$ cat src/rtl/mmio_debug_port_pkg.sv
// Shared definitions for the memory-mapped debug port: base address,
// register offsets, register-select encoding and the STATUS word layout.
package mmio_debug_port_pkg;

  // Default byte address of register 0 (must stay 256-byte aligned)
  localparam logic [31:0] MMIO_DBG_BASE = 32'h8000_0100;

  // Register byte offsets from the base address
  localparam logic [7:0] DBG_PRINT_OFS    = 8'h00;
  localparam logic [7:0] DBG_DONE_OFS     = 8'h80;
  localparam logic [7:0] DBG_STATUS_OFS   = 8'h84;
  localparam logic [7:0] DBG_CYCLE_LO_OFS = 8'h88;
  localparam logic [7:0] DBG_CYCLE_HI_OFS = 8'h8C;

  // Which register an access targets once the base address has matched
  typedef enum logic [2:0] {
    REG_NONE,
    REG_PRINT,
    REG_DONE,
    REG_STATUS,
    REG_CYCLE_LO,
    REG_CYCLE_HI
  } dbg_reg_e;

  // STATUS register layout, MSB first
  typedef struct packed {
    logic [15:0] dropCount;
    logic [4:0]  reserved;
    logic        timeout;
    logic        doneReq;
    logic        overflow;
    logic [7:0]  fifoCount;
  } dbg_status_t;

  // Map a byte offset to a register; misaligned or unlisted offsets map to
  // REG_NONE so they read as zero and ignore writes.
  function automatic dbg_reg_e decodeOffset(input logic [7:0] ofs,
                                            input int         numChannels);
    dbg_reg_e sel;
    sel = REG_NONE;
    if (ofs[1:0] == 2'b00) begin
      if (ofs < DBG_DONE_OFS) begin
        if (int'(ofs[7:2]) < numChannels) begin
          sel = REG_PRINT;
        end
      end else begin
        case (ofs)
          DBG_DONE_OFS:     sel = REG_DONE;
          DBG_STATUS_OFS:   sel = REG_STATUS;
          DBG_CYCLE_LO_OFS: sel = REG_CYCLE_LO;
          DBG_CYCLE_HI_OFS: sel = REG_CYCLE_HI;
          default:          sel = REG_NONE;
        endcase
      end
    end
    return sel;
  endfunction

endpackage

$ cat src/rtl/mmio_debug_port_sync_fifo.sv
// Synchronous FIFO used to buffer print entries. A push while full is only
// accepted when a pop happens in the same cycle, so a full FIFO can stream.
// The head entry comes straight from storage, so there is no path from the
// push port to the head outputs within a cycle.
module sync_fifo #(
  parameter  int WIDTH = 32,
  parameter  int DEPTH = 16,
  localparam int CNT_W = $clog2(DEPTH) + 1
) (
  input  logic             clk,
  input  logic             n_rst,
  input  logic             push_i,
  input  logic [WIDTH-1:0] pushData_i,
  input  logic             pop_i,
  output logic [WIDTH-1:0] headData_o,
  output logic             full_o,
  output logic             empty_o,
  output logic [CNT_W-1:0] count_o
);

  localparam int ADDR_W = $clog2(DEPTH);

  logic [WIDTH-1:0]  mem_q [DEPTH];
  logic [ADDR_W-1:0] wrPtr_q, wrPtr_d;
  logic [ADDR_W-1:0] rdPtr_q, rdPtr_d;
  logic [CNT_W-1:0]  count_q, count_d;
  logic              doPush;
  logic              doPop;

  assign empty_o    = (count_q == '0);
  assign full_o     = (count_q == CNT_W'(DEPTH));
  assign doPop      = pop_i && !empty_o;
  assign doPush     = push_i && (!full_o || doPop);
  assign headData_o = mem_q[rdPtr_q];
  assign count_o    = count_q;

  // Advance pointers and occupancy; DEPTH is a power of two so pointers wrap
  always_comb begin
    wrPtr_d = wrPtr_q;
    rdPtr_d = rdPtr_q;
    count_d = count_q;
    if (doPush) begin
      wrPtr_d = wrPtr_q + 1'b1;
    end
    if (doPop) begin
      rdPtr_d = rdPtr_q + 1'b1;
    end
    case ({doPush, doPop})
      2'b10:   count_d = count_q + 1'b1;
      2'b01:   count_d = count_q - 1'b1;
      default: count_d = count_q;
    endcase
  end

  // Pointer and count registers; reset empties the FIFO without draining it
  always_ff @(posedge clk) begin
    if (!n_rst) begin
      wrPtr_q <= '0;
      rdPtr_q <= '0;
      count_q <= '0;
    end else begin
      wrPtr_q <= wrPtr_d;
      rdPtr_q <= rdPtr_d;
      count_q <= count_d;
    end
  end

  // Entry storage; contents need no reset because count gates visibility
  always_ff @(posedge clk) begin
    if (doPush) begin
      mem_q[wrPtr_q] <= pushData_i;
    end
  end

endmodule

$ cat src/rtl/mmio_debug_port.sv
// Memory-mapped debug peripheral on the CPU data bus: print channels buffered
// into a FIFO and drained over a valid/ready stream, a sticky program-done
// flag with exit code, a 64-bit cycle counter with HI snapshot, a watchdog
// and a readable STATUS word.
module mmio_debug_port
  import mmio_debug_port_pkg::*;
#(
  parameter  logic [31:0] BASE_ADDR      = MMIO_DBG_BASE,
  parameter  int          NUM_CHANNELS   = 4,
  parameter  int          DEPTH          = 16,
  parameter  logic [63:0] TIMEOUT_CYCLES = 64'd0,
  localparam int          CH_W           = (NUM_CHANNELS > 1) ? $clog2(NUM_CHANNELS) : 1
) (
  input  logic            clk,
  input  logic            n_rst,
  input  logic [31:0]     memory_address,
  input  logic            memory_write_enable,
  input  logic [31:0]     memory_write_data,
  input  logic            memory_read_enable,
  output logic [31:0]     memory_read_data,
  output logic            out_valid,
  input  logic            out_ready,
  output logic [CH_W-1:0] out_channel,
  output logic [31:0]     out_data,
  output logic            done,
  output logic [31:0]     exit_code,
  output logic            timeout
);

  localparam int CNT_W  = $clog2(DEPTH) + 1;
  localparam int FIFO_W = CH_W + 32;

  dbg_reg_e          regSel;
  logic              addrHit;
  logic              pushReq;
  logic              fifoPop;
  logic              fifoFull;
  logic              fifoEmpty;
  logic              dropEvent;
  logic [CNT_W-1:0]  fifoCount;
  logic [FIFO_W-1:0] fifoHead;
  logic [CH_W-1:0]   printChannel;
  dbg_status_t       statusWord;
  logic [31:0]       readMux;

  logic              overflow_q,    overflow_d;
  logic [15:0]       dropCount_q,   dropCount_d;
  logic              doneReq_q,     doneReq_d;
  logic [31:0]       exitCode_q,    exitCode_d;
  logic              timeout_q,     timeout_d;
  logic [63:0]       cycleCount_q,  cycleCount_d;
  logic [31:0]       cycleHiSnap_q, cycleHiSnap_d;
  logic [31:0]       readData_q,    readData_d;

  // Decode: the upper 24 address bits select this block, the low byte picks
  // the register; the print channel is the word index within the PRINT window
  assign addrHit      = (memory_address[31:8] == BASE_ADDR[31:8]);
  assign regSel       = addrHit ? decodeOffset(memory_address[7:0], NUM_CHANNELS) : REG_NONE;
  assign printChannel = memory_address[CH_W+1:2];

  // Prints are frozen once the program has signalled done, and those ignored
  // writes are not drops
  assign pushReq   = memory_write_enable && (regSel == REG_PRINT) && !doneReq_q;
  assign fifoPop   = !fifoEmpty && out_ready;
  assign dropEvent = pushReq && fifoFull && !fifoPop;

  sync_fifo #(
    .WIDTH (FIFO_W),
    .DEPTH (DEPTH)
  ) fifo_u (
    .clk        (clk),
    .n_rst      (n_rst),
    .push_i     (pushReq),
    .pushData_i ({printChannel, memory_write_data}),
    .pop_i      (fifoPop),
    .headData_o (fifoHead),
    .full_o     (fifoFull),
    .empty_o    (fifoEmpty),
    .count_o    (fifoCount)
  );

  // Assemble the STATUS word from the current (pre-edge) state
  always_comb begin
    statusWord           = '0;
    statusWord.fifoCount = 8'(fifoCount);
    statusWord.overflow  = overflow_q;
    statusWord.doneReq   = doneReq_q;
    statusWord.timeout   = timeout_q;
    statusWord.dropCount = dropCount_q;
  end

  // Select the value a load returns; PRINT, DONE and unlisted offsets read 0
  always_comb begin
    readMux = 32'd0;
    case (regSel)
      REG_STATUS:   readMux = statusWord;
      REG_CYCLE_LO: readMux = cycleCount_q[31:0];
      REG_CYCLE_HI: readMux = cycleHiSnap_q;
      default:      readMux = 32'd0;
    endcase
  end

  // Next state for flags, counters, the watchdog and the registered read port
  always_comb begin
    overflow_d    = overflow_q;
    dropCount_d   = dropCount_q;
    doneReq_d     = doneReq_q;
    exitCode_d    = exitCode_q;
    timeout_d     = timeout_q;
    cycleCount_d  = cycleCount_q + 64'd1;
    cycleHiSnap_d = cycleHiSnap_q;
    readData_d    = readData_q;

    if (dropEvent) begin
      overflow_d = 1'b1;
      if (dropCount_q != 16'hFFFF) begin
        dropCount_d = dropCount_q + 16'd1;
      end
    end

    if (memory_write_enable && (regSel == REG_DONE) && !doneReq_q) begin
      doneReq_d  = 1'b1;
      exitCode_d = memory_write_data;
    end

    if ((TIMEOUT_CYCLES != 64'd0) && (cycleCount_q == TIMEOUT_CYCLES) && !doneReq_q) begin
      timeout_d = 1'b1;
    end

    if (memory_read_enable) begin
      readData_d = readMux;
      if (regSel == REG_CYCLE_LO) begin
        cycleHiSnap_d = cycleCount_q[63:32];
      end
    end
  end

  // State registers with synchronous active-low reset
  always_ff @(posedge clk) begin
    if (!n_rst) begin
      overflow_q    <= 1'b0;
      dropCount_q   <= 16'd0;
      doneReq_q     <= 1'b0;
      exitCode_q    <= 32'd0;
      timeout_q     <= 1'b0;
      cycleCount_q  <= 64'd0;
      cycleHiSnap_q <= 32'd0;
      readData_q    <= 32'd0;
    end else begin
      overflow_q    <= overflow_d;
      dropCount_q   <= dropCount_d;
      doneReq_q     <= doneReq_d;
      exitCode_q    <= exitCode_d;
      timeout_q     <= timeout_d;
      cycleCount_q  <= cycleCount_d;
      cycleHiSnap_q <= cycleHiSnap_d;
      readData_q    <= readData_d;
    end
  end

  assign memory_read_data = readData_q;
  assign out_valid        = !fifoEmpty;
  assign out_channel      = fifoHead[FIFO_W-1:32];
  assign out_data         = fifoHead[31:0];
  assign done             = doneReq_q && fifoEmpty;
  assign exit_code        = exitCode_q;
  assign timeout          = timeout_q;

endmodule
$ cat config.mk
export PLATFORM = sky130hd
export DESIGN_NAME = mmio_debug_port
export DESIGN_NICKNAME = d
export VERILOG_FILES = /design/src/rtl/mmio_debug_port_pkg.sv /design/src/rtl/mmio_debug_port_sync_fifo.sv /design/src/rtl/mmio_debug_port.sv
export SDC_FILE = /design/constraint.sdc
export NUM_CORES = 1
export LEC_CHECK = 0
export CAP_MARGIN = 30
export CORE_MARGIN = 2
export CORE_UTILIZATION = 66
export CTS_BUF_LIST = sky130_fd_sc_hd__clkbuf_4 sky130_fd_sc_hd__clkbuf_8
export DETAILED_ROUTE_END_ITERATION = 8
export PLACE_DENSITY = 0.87
export SLEW_MARGIN = 20
export SYNTH_ARGS = -nofsm -noshare
export SYNTH_HDL_FRONTEND = slang
export SYNTH_SLANG_ARGS = --single-unit
$ cat constraint.sdc
create_clock -name clk -period 11.9 [get_ports clk]
set_input_delay 1.785 -clock clk [delete_from_list [all_inputs] [get_ports clk]]
set_output_delay 1.785 -clock clk [all_outputs]
set_load 0.01 [all_outputs]
==> results.md, run 1 <==
* Setup TNS at 0 ps
* Synth Cell Area at 29200 sq um
* Layout cell share with drive strength beyond 1 at 21.7%
* Final setup viols at 0
* WL per Instance at 27.3 um
* DR vias/cell at 6.59
* First-pass GRT wire length at 110000 um
* Compound-gate portion of the synthesized area at 3.72%
* GPL Wtd Cong at 0.838
* DIE AREA at 45900 sq um
* Post-Place Worst Slack at 6370 ps
* Largest family of logic cells by synthesized area: multiplexers
* Synth Area in Adders at 0.497%
* Max IR drop VDD at 91.3 uV
* First drt pass iteration count at 5
* Root Buffer: clkbuf_8
* Crit path capture type: output pin
* Final hold vios at 0
* Core Region at 43900 sq um
* Final instance area at 34100 sq um
* Io pins at 170
* DR iter-0 viols at 2329
* CTS max path bufs at 3
* Mapped Cells at 1805
* Flops & latches, synth at 739
* Largest net degree at the start of global routing at 106
* P&R area growth vs syn at 16.9%
* Max cap viols at 0
* Slew margin rel. at 38.0%
* Outcome: finished, final reports clean
* Post-cts resize count at 0
* Worst hold margin at 456 ps
* Most frequent cells in the layout: edfxtp_1 (544), nand2_1 (216), dfxtp_1 (191), mux4_2 (170), clkdlybuf4s50_1 (167)
* Initial antenna violation count at 1
* Ys async rst share at 0%
* Area of placed instances at 31600 sq um
* Setup Fix Bufs, Post-CTS at 0
* N_diodes at 0
* XOR/XNOR Fraction of Synth Area at 0.990%
* Hold_buf cts at 0
* Seq/Total Area, Yosys at 69.3%
* Crit-path cells: buf_12 -> buf_4 -> mux4_2 -> mux4_2 -> clkdlybuf4s50_1
* Die X-Extent at 214 um
* Ys Warns at 0
* PwrDens at 149 nW/um^2
* Rows at 77
* Multiplexer area fraction after synthesis at 16.1%
* Post-synthesis cell type count at 53
* DR DRC count at 0
* Clock sink count at 739
* Worst setup margin at 5980 ps
* Final Net Count at 2096
* Number of I/O port buffers at 168
* CTS tree: yes
* Die height at 214 um
* Syn Nets at 1885
* Routed wire length at 73800 um
* Fin crit period at 5920 ps
* Pleak at 0.0108 uW
* HP Class: register to register
* Clock skew at 51.6 ps
* Clock slew at the register clock pins of the worst setup and hold paths at 60 ps
* GRT overflow at 0
* RSZ-0062 raised after global routing: false
* Post-synth EDFFs at 544
* FMAX at 169 MHz
* Ys flop type: edfxtp_1
* # H-tree levels at 3
* Mean Syn Cell Area at 16.2 sq um
* Worst path max stage delay at 830 ps
* GRT Total Usage at 32.3%
* Skew-Pair Late Insertion Delay at 730 ps
* Slowest CP cell: dfxtp_4
* Vias in the first global route at 18000
* Critical path required time at 10120 ps
* Crit path max fanout at 62
* Num CTS Buffers at 111
* CP most frequent cell: mux4_2
* Synth Area in Simple Gates at 7.74%
* Vias at 17800
* Worst setup SP type: register
* Slew Viols, Final at 0
* Commonest non-fill, non-tap cell in the layout: edfxtp_1
* Period Utilization, post-route at 49.7%
* Initial Util at 66.5%
* Post-DRT Antenna Nets at 0
* Worst slew pin tran at 930 ps
* CP Class: register to output pin
* Post-DP HPWL at 43200 um
* Crit path DAT at 4130 ps
==> worst paths after layout <==
path | from | end | slack, ps | depth (start not counted)
worst max-delay path | register | out_data[0] | 5980 | 5
worst min-delay path | exit_code[27] | exit_code[27] | 460 | 2
worst max register to register | doneReq_q | fifo_u.mem_q[12][31] | 8690 | 6
worst min register to register | exit_code[27] | exit_code[27] | 460 | 2
==> metrics by stage <==
stage / utilization [%] / cells / total power (uW)
2_1_floorplan: - / 1805 / 2830
3_3_place_gp: 71.8 / 2489 / 2890
3_5_place_dp: 72.0 / 2492 / 2890
4_1_cts: 77.6 / 2703 / 5090
5_1_grt: 77.7 / 2706 / 5210
6_report: 77.7 / 2706 / 5090
==> synthesized netlist by cell type, drive strengths merged, types with 7 or more instances <==
master	number	share of area [%]
and3	9	0.19
or3	12	0.26
o31ai	26	0.67
mux2	24	0.93
o21ai	41	0.70
a22oi	23	0.59
o21a	7	0.18
nand2	216	2.8
mux4	170	13
edfxtp	544	56
nor3	18	0.33
buf	33	0.52
xnor2	24	0.72
mux2i	59	2.0
xor2	9	0.27
and4	10	0.30
a21oi	72	1.2
clkbuf	73	0.94
dfxtp	195	13
inv	15	0.19
or4	32	0.82
nand3	28	0.48
nor4	18	0.41
nor2	62	0.80
nand2b	21	0.45
nand4	22	0.47
ha	10	0.43
==> layer usage <==
metal	vias to the layer above	global-route usage, %	part of all wire (%)
li1	7517	-	-
met1	8892	40.4	35
met2	1210	56.0	52
met3	217	6.72	9.7
met4	0	12.3	3.6
met5	-	0	0
==> cell families after synthesis <==
family | after synthesis
and+or+nand+nor | 465
DFF | 739
other | 1
xor gates and xnor gates | 33
muxes | 253
adders and majority gates | 11
buffers and inverters | 122
AOI/OAI and AO/OA | 181
==> flip-flops by register name, indices dropped and copies added, names as in the netlist, named ones only <==
register,flops
cycleCount_q,64
cycleHiSnap_q,32
doneReq_q,1
dropCount_q,16
exit_code,32
fifo_u.count_o,5
fifo_u.mem_q,544
fifo_u.rdPtr_q,4
fifo_u.wrPtr_q,4
memory_read_data,32
overflow_q,1
==> final cells by class <==
type                       count  area, sq um
sequential                   739        20300
fill                        2264         9800
multi-input combinational    944         8610
clock buffer                 175         2140
timing repair buffer         204         2010
tap                          592          741
clock inverter                36          317
inverter                      16         61.3
==> power by group <==
group	switching, uW	internal, uW	leakage (uW)	total, uW
clock network	994	1250	0.00131	2250
logic	51.6	24.9	0.00304	76.4
registers	1.07	2760	0.00646	2760
total	1050	4040	0.0108	5090
==> critical path: cells and delay by family, from the launching register on <==
kind / cells / cell delay [ps]
flops: 1 / 830
buf+inv: 3 / 1590
mux: 2 / 960
No activity file was read; power rests on OpenSTA's default activity.
==> run 2: changes to the inputs <==
CORE_UTILIZATION = 62   (was 66)
PLACE_DENSITY = 0.82   (was 0.87)
clock period = 5.9 ns   (was 11.9 ns; I/O delays follow)
==> run 2 against run 1 <==
  * Total power up 97%
  * Critical path type unchanged
  * Sequential power up 100%
  * Register-to-register slack worse by 6200 ps
  * Largest power group unchanged
  * Core utilization down 4.3 points
  * Non-clock buffer count up 3
  * Critical path depth down 1
  * Combinational power up 110%
  * Highest routed layer is now met5
  * Largest cell class unchanged
  * Global-route usage down 3.5 points
  * Worst hold slack worse by 3.9 ps
==> results.md, run 2 (synthesis gave the netlist of run 1 again) <==
* # H-tree levels at 3 (unchanged)
* Outcome: finished, final reports clean (unchanged)
* Post-DRT Antenna Nets at 0 (unchanged)
* Rows at 79 (was 77)
* FMAX at 213 MHz
* Routed wire length at 70000 um (was 73800 um)
* Largest reg by FF count: fifo_u.mem_q (unchanged)
* HP Class: register to register (unchanged)
* Non-Filler Instances at 2718 (was 2706)
* Skew-Pair Late Insertion Delay at 680 ps (was 730 ps)
* Initial antenna violation count at 2 (was 1)
* DR iter-0 viols at 1781 (was 2329)
* Setup Fix Bufs, Post-CTS at 0 (unchanged)
* Worst slew pin tran at 988 ps (was 930 ps)
* DR vias/cell at 6.41 (was 6.59)
* Commonest non-fill, non-tap cell in the layout: edfxtp_1 (unchanged)
* Core Region at 46600 sq um (was 43900 sq um)
* Fin crit period at 4690 ps
* Num CTS Buffers at 109 (was 111)
* Max IR drop VDD at 212 uV (was 91.3 uV)
* CP Class: register to output pin (unchanged)
* Placed insts at 2511 (was 2492)
* Hold_buf cts at 0 (unchanged)
* RSZ-0062 raised after global routing: false (unchanged)
* Io pins at 170 (unchanged)
* Final Net Count at 2097 (was 2096)
* DIE AREA at 48900 sq um (was 45900 sq um)
* Slew margin rel. at 33.4% (was 38.0%)
* Layout cell share with drive strength beyond 1 at 21.1% (was 21.7%)
* Vias at 17400 (was 17800)
* Vias in the first global route at 17700 (was 18000)
* Most frequent cells in the layout: edfxtp_1 (544), nand2_1 (216), dfxtp_1 (191), mux4_2 (170), clkdlybuf4s50_1 (167) (unchanged)
* CTS max path bufs at 3 (unchanged)
* GRT Total Usage at 28.8% (was 32.3%)
* Setup TNS at 0 ps (unchanged)
* Clock slew at the register clock pins of the worst setup and hold paths at 60 ps (about the same)
* CTS tree: yes (unchanged)
* PwrDens at 294 nW/um^2 (was 149 nW/um^2)
* Critical path required time at 5020 ps (was 10120 ps)
* Largest regs: fifo_u.mem_q: 544 flops, cycleCount_q: 64 flops (unchanged)
* First-pass GRT wire length at 106000 um (was 110000 um)
* Slew Viols, Final at 0 (unchanged)
* Max cap viols at 0 (unchanged)
* GPL Wtd Cong at 0.845 (was 0.838)
* Post-DP HPWL at 43700 um (was 43200 um)
* Die X-Extent at 221 um (was 214 um)
* Fillers at 2631 (was 2264)
* P&R area growth vs syn at 17.0% (was 16.9%)
* WL per Instance at 25.7 um (was 27.3 um)
* Largest net degree at the start of global routing at 105 (was 106)
* Worst setup margin at 1210 ps (was 5980 ps)
* Number of I/O port buffers at 168 (unchanged)
* GRT overflow at 0 (unchanged)
* Crit path DAT at 3800 ps (was 4130 ps)
* Post-cts resize count at 0 (unchanged)
* Overall power at 10000 uW (was 5090 uW)
* First drt pass iteration count at 7 (was 5)
* Final setup viols at 0 (unchanged)
* Root Buffer: clkbuf_8 (unchanged)
* Crit path capture type: output pin (unchanged)
* Clock sink count at 739 (unchanged)
* Period Utilization, post-route at 79.5%
* Worst setup SP type: register (unchanged)
* Die height at 221 um (was 214 um)
* Multi-input gate area at 8600 sq um (was 8610 sq um)
* Post-Place Worst Slack at 1270 ps (was 6370 ps)
* Crit path max fanout at 38 (was 62)
* Initial Util at 62.7% (was 66.5%)
* DR DRC count at 0 (unchanged)
* Flip-flop and latch area at 20200 sq um (was 20300 sq um)
* N_diodes at 0 (unchanged)
* Pleak at 0.0108 uW (about the same)
* Max reg flops at 544 (unchanged)
* Final hold vios at 0 (unchanged)
* Clock skew at 30.4 ps (was 51.6 ps)
run 2: cell count changes in the layout (fill, tap and decap cells not counted), sizes merged:
cell,change
buf,+3
clkinvlp,+1
bufinv,+2
clkinv,+13
clkbuf,-22
run 2: routing by layer:
| metal | GRT usage (%) | up-vias | part of all wire (%) |
|---|---|---|---|
| li1 | - | 7506 | - |
| met1 | 38.1 | 8828 | 37 |
| met2 | 48.5 | 979 | 51 |
| met3 | 6.15 | 119 | 9.8 |
| met4 | 8.77 | 2 | 2.3 |
| met5 | 0 | - | 0.026 |
run 2: per-stage QoR:
step	cell area (sq um)	hold WS (ps)	utilization (%)
6_report	34200	452	73.4
5_1_grt	34200	473	73.4
4_1_cts	34100	453	73.3
3_5_place_dp	31800	445	68.3
3_3_place_gp	31600	437	67.8
2_1_floorplan	29200	435	-
run 2: worst paths after layout:
path                                        start                 to  slack, ps  cells after the start
worst max-delay path                     register        out_data[3]       1210                      4
worst min-delay path                exit_code[30]      exit_code[30]        450                      2
worst max register to register  fifo_u.count_o[0]  fifo_u.count_o[4]       2510                      9
worst min register to register      exit_code[30]      exit_code[30]        450                      2
run 2: cell type report:
cell class | instances | share of cell area [%]
clock inverters | 52 | 1.24
clock buffers | 153 | 5.56
multi-input cells | 944 | 25.2
well taps | 607 | 2.22
inverters | 16 | 0.179
flip-flops and latches | 739 | 59.2
repair buffers | 207 | 6.38
run 2: critical path: stages, from the launching register on:
cell and delay [ps]:
dfxtp_4 910, buf_4 550, mux4_2 630, mux4_2 510
clkdlybuf4s50_1 500
run 2: report_power, final:
group | leakage [uW] | switching [uW] | total [uW] | internal [uW]
combinational | 0.00310 | 110 | 160 | 50.4
clock | 0.00123 | 1920 | 4310 | 2390
sequential | 0.00646 | 2.33 | 5570 | 5570
total | 0.0108 | 2030 | 10000 | 8010
==> run 3: changes to the inputs <==
CORE_UTILIZATION = 56   (was 62)
PLACE_DENSITY = 0.79   (was 0.82)
clock period = 4.22 ns   (was 5.9 ns; I/O delays follow)
==> run 3 against run 2 <==
  * Total power up 42%
  * Worst hold slack worse by 89 ps
  * Core utilization down 6.2 points
  * Worst setup slack worse by 1000 ps
  * Final area up 1.1%
  * Critical path type unchanged
  * Critical endpoint is now out_data[30]
==> results.md, run 3 (synthesis gave the netlist of run 1 again) <==
* Fin crit period at 4030 ps
* Commonest non-fill, non-tap cell in the layout: edfxtp_1 (unchanged)
* CP Class: register to output pin (unchanged)
* Min-Delay Startpoint: n_rst (was exit_code[30])
* Slew Viols, Final at 0 (unchanged)
* Pint at 11300 uW (was 8010 uW)
* Skew-Pair Late Insertion Delay at 720 ps (was 680 ps)
* RSZ-0062 raised after global routing: false (unchanged)
* CP most frequent cell: mux4_2 (unchanged)
* Hold_buf cts at 0 (unchanged)
* Slowest CP cell: dfxtp_4 (unchanged)
* Crit path capture type: output pin (unchanged)
* Post-DP HPWL at 43700 um (about the same)
* Setup Fix Bufs, Post-CTS at 0 (unchanged)
* Slew margin rel. at 37.1% (was 33.4%)
* Routed wire length at 69000 um (was 70000 um)
* GRT Total Usage at 26.1% (was 28.8%)
* Critical path required time at 3590 ps (was 5020 ps)
* CTS max path bufs at 3 (unchanged)
* Area of placed instances at 32100 sq um (was 31800 sq um)
* DIE AREA at 54000 sq um (was 48900 sq um)
* Largest net degree at the start of global routing at 74 (was 105)
* Die X-Extent at 232 um (was 221 um)
* Worst setup SP type: register (unchanged)
* Clock slew at the register clock pins of the worst setup and hold paths at 60 ps (about the same)
* Max reg flops at 544 (unchanged)
* Number of I/O port buffers at 168 (unchanged)
* Rows at 83 (was 79)
* Final hold vios at 0 (unchanged)
* First drt pass iteration count at 5 (was 7)
* First-pass GRT wire length at 105000 um (was 106000 um)
* HP Class: primary input to register (was register to register)
* WP buf/inv at 2 (unchanged)
* CTS tree: yes (unchanged)
* Clk pwr share at 43.8% (was 42.9%)
* Crit path max fanout at 33 (was 38)
* Largest reg by FF count: fifo_u.mem_q (unchanged)
* GRT overflow at 0 (unchanged)
* Most frequent cells in the layout: edfxtp_1 (544), nand2_1 (216), dfxtp_1 (191), mux4_2 (170), clkdlybuf4s50_1 (167) (unchanged)
* Crit-path cells: buf_12 -> mux4_2 -> mux4_2 -> clkdlybuf4s50_1 (was buf_4 -> mux4_2 -> mux4_2 -> clkdlybuf4s50_1)
* Fillers at 3251 (was 2631)
* R2R Path Start: fifo_u.count_o[0] (unchanged)
* Setup TNS at 0 ps (unchanged)
* Power share of the sequential group at 54.6% (was 55.5%)
* Worst slew pin tran at 934 ps (was 988 ps)
* FMAX at 248 MHz
* Crit path DAT at 3400 ps (was 3800 ps)
* DR iter-0 viols at 1688 (was 1781)
* Final Net Count at 2114 (was 2097)
* Period Utilization, post-route at 95.6%
* Initial antenna violation count at 1 (was 2)
* # H-tree levels at 3 (unchanged)
* Final setup viols at 0 (unchanged)
* Clock skew at 46.8 ps (was 30.4 ps)
* Max IR drop VDD at 232 uV (was 212 uV)
* GPL Wtd Cong at 0.823 (was 0.845)
* Vias at 17300 (was 17400)
* Post-cts resize count at 0 (unchanged)
* Outcome: finished, final reports clean (unchanged)
* Final instance area at 34600 sq um (was 34200 sq um)
* Initial Util at 56.8% (was 62.7%)
* Max cap viols at 0 (unchanged)
* PwrDens at 413 nW/um^2 (was 294 nW/um^2)
* Layout cell share with drive strength beyond 1 at 22.4% (was 21.1%)
* Io pins at 170 (unchanged)
* Sw power at 2910 uW (was 2030 uW)
* Core Region at 51400 sq um (was 46600 sq um)
* Die height at 232 um (was 221 um)
* Pleak at 0.0109 uW (was 0.0108 uW)
* DR DRC count at 0 (unchanged)
* Vias in the first global route at 17500 (was 17700)
* Root Buffer: clkbuf_8 (unchanged)
* DR vias/cell at 6.14 (was 6.41)
* Clock sink count at 739 (unchanged)
* Num CTS Buffers at 112 (was 109)
* Post-DRT Antenna Nets at 0 (unchanged)
* Worst path max stage delay at 660 ps (was 910 ps)
* Switching share of power at 20.4% (was 20.2%)
* P&R area growth vs syn at 18.3% (was 17.0%)
* WL per Instance at 24.5 um (was 25.7 um)
* Cell family with most CP delay: multiplexers (unchanged)
* Flip-flop and latch area at 20200 sq um (unchanged)
* Comb power frac at 1.6% (about the same)
* Largest regs: fifo_u.mem_q: 544 flops, cycleCount_q: 64 flops (unchanged)
* Multi-input gate area at 8630 sq um (was 8600 sq um)
## run 3: power by group through the flow
stage / registers, uW / logic, uW / clock network [uW]
floorplan: 7940 / 47.4 / 0
global placement: 7940 / 213 / 0
detailed placement: 7940 / 224 / 0
CTS: 7790 / 225 / 6330
global route: 7790 / 243 / 6650
finish: 7790 / 228 / 6240
## run 3: layer usage
metal,share of wire [%],wire (um),track usage (%)
met1,40,27400,35.5
met2,49,33500,42.0
met3,9.5,6580,6.19
met4,2.2,1540,8.07
met5,0,0,0
## run 3: worst paths after layout
kind	end	slack (ps)	cells past startpoint
worst min register to register	exit_code[28]	450	2
worst max-delay path	out_data[30]	190	4
worst min-delay path	memory_read_data[31]	360	5
worst max register to register	fifo_u.count_o[4]	1100	10
## run 3: worst reg2reg max path: cells and delay by family (launching register included)
| kind | cells | cell delay (ps) |
|---|---|---|
| AO/OA/AOI/OAI | 3 | 1110 |
| adder cells (fa/ha/maj) | 1 | 210 |
| buffers and inverters | 1 | 150 |
| flip-flops | 1 | 340 |
| multiplexers | 2 | 350 |
| AND/OR/NAND/NOR | 3 | 910 |
## run 3: final cells by class
class | count | area share (%)
inverter | 16 | 0.177
multi-input combinational | 944 | 25.0
antenna | 1 | 0.00724
timing repair buffer | 221 | 6.68
tap | 680 | 2.46
sequential | 739 | 58.6
clock inverter | 33 | 0.778
clock buffer | 179 | 6.33
## run 3: per-stage QoR
step | cells | utilization [%] | hold slack, ps | worst slack (ps) | total power (uW)
2_1_floorplan | 1805 | - | 435 | 91.9 | 7990
3_3_place_gp | 2599 | 62.4 | 436 | 500 | 8160
3_5_place_dp | 2600 | 62.4 | 447 | 428 | 8170
4_1_cts | 2812 | 67.2 | 312 | 103 | 14300
5_1_grt | 2812 | 67.2 | 358 | 25.6 | 14700
6_report | 2813 | 67.2 | 363 | 186 | 14300
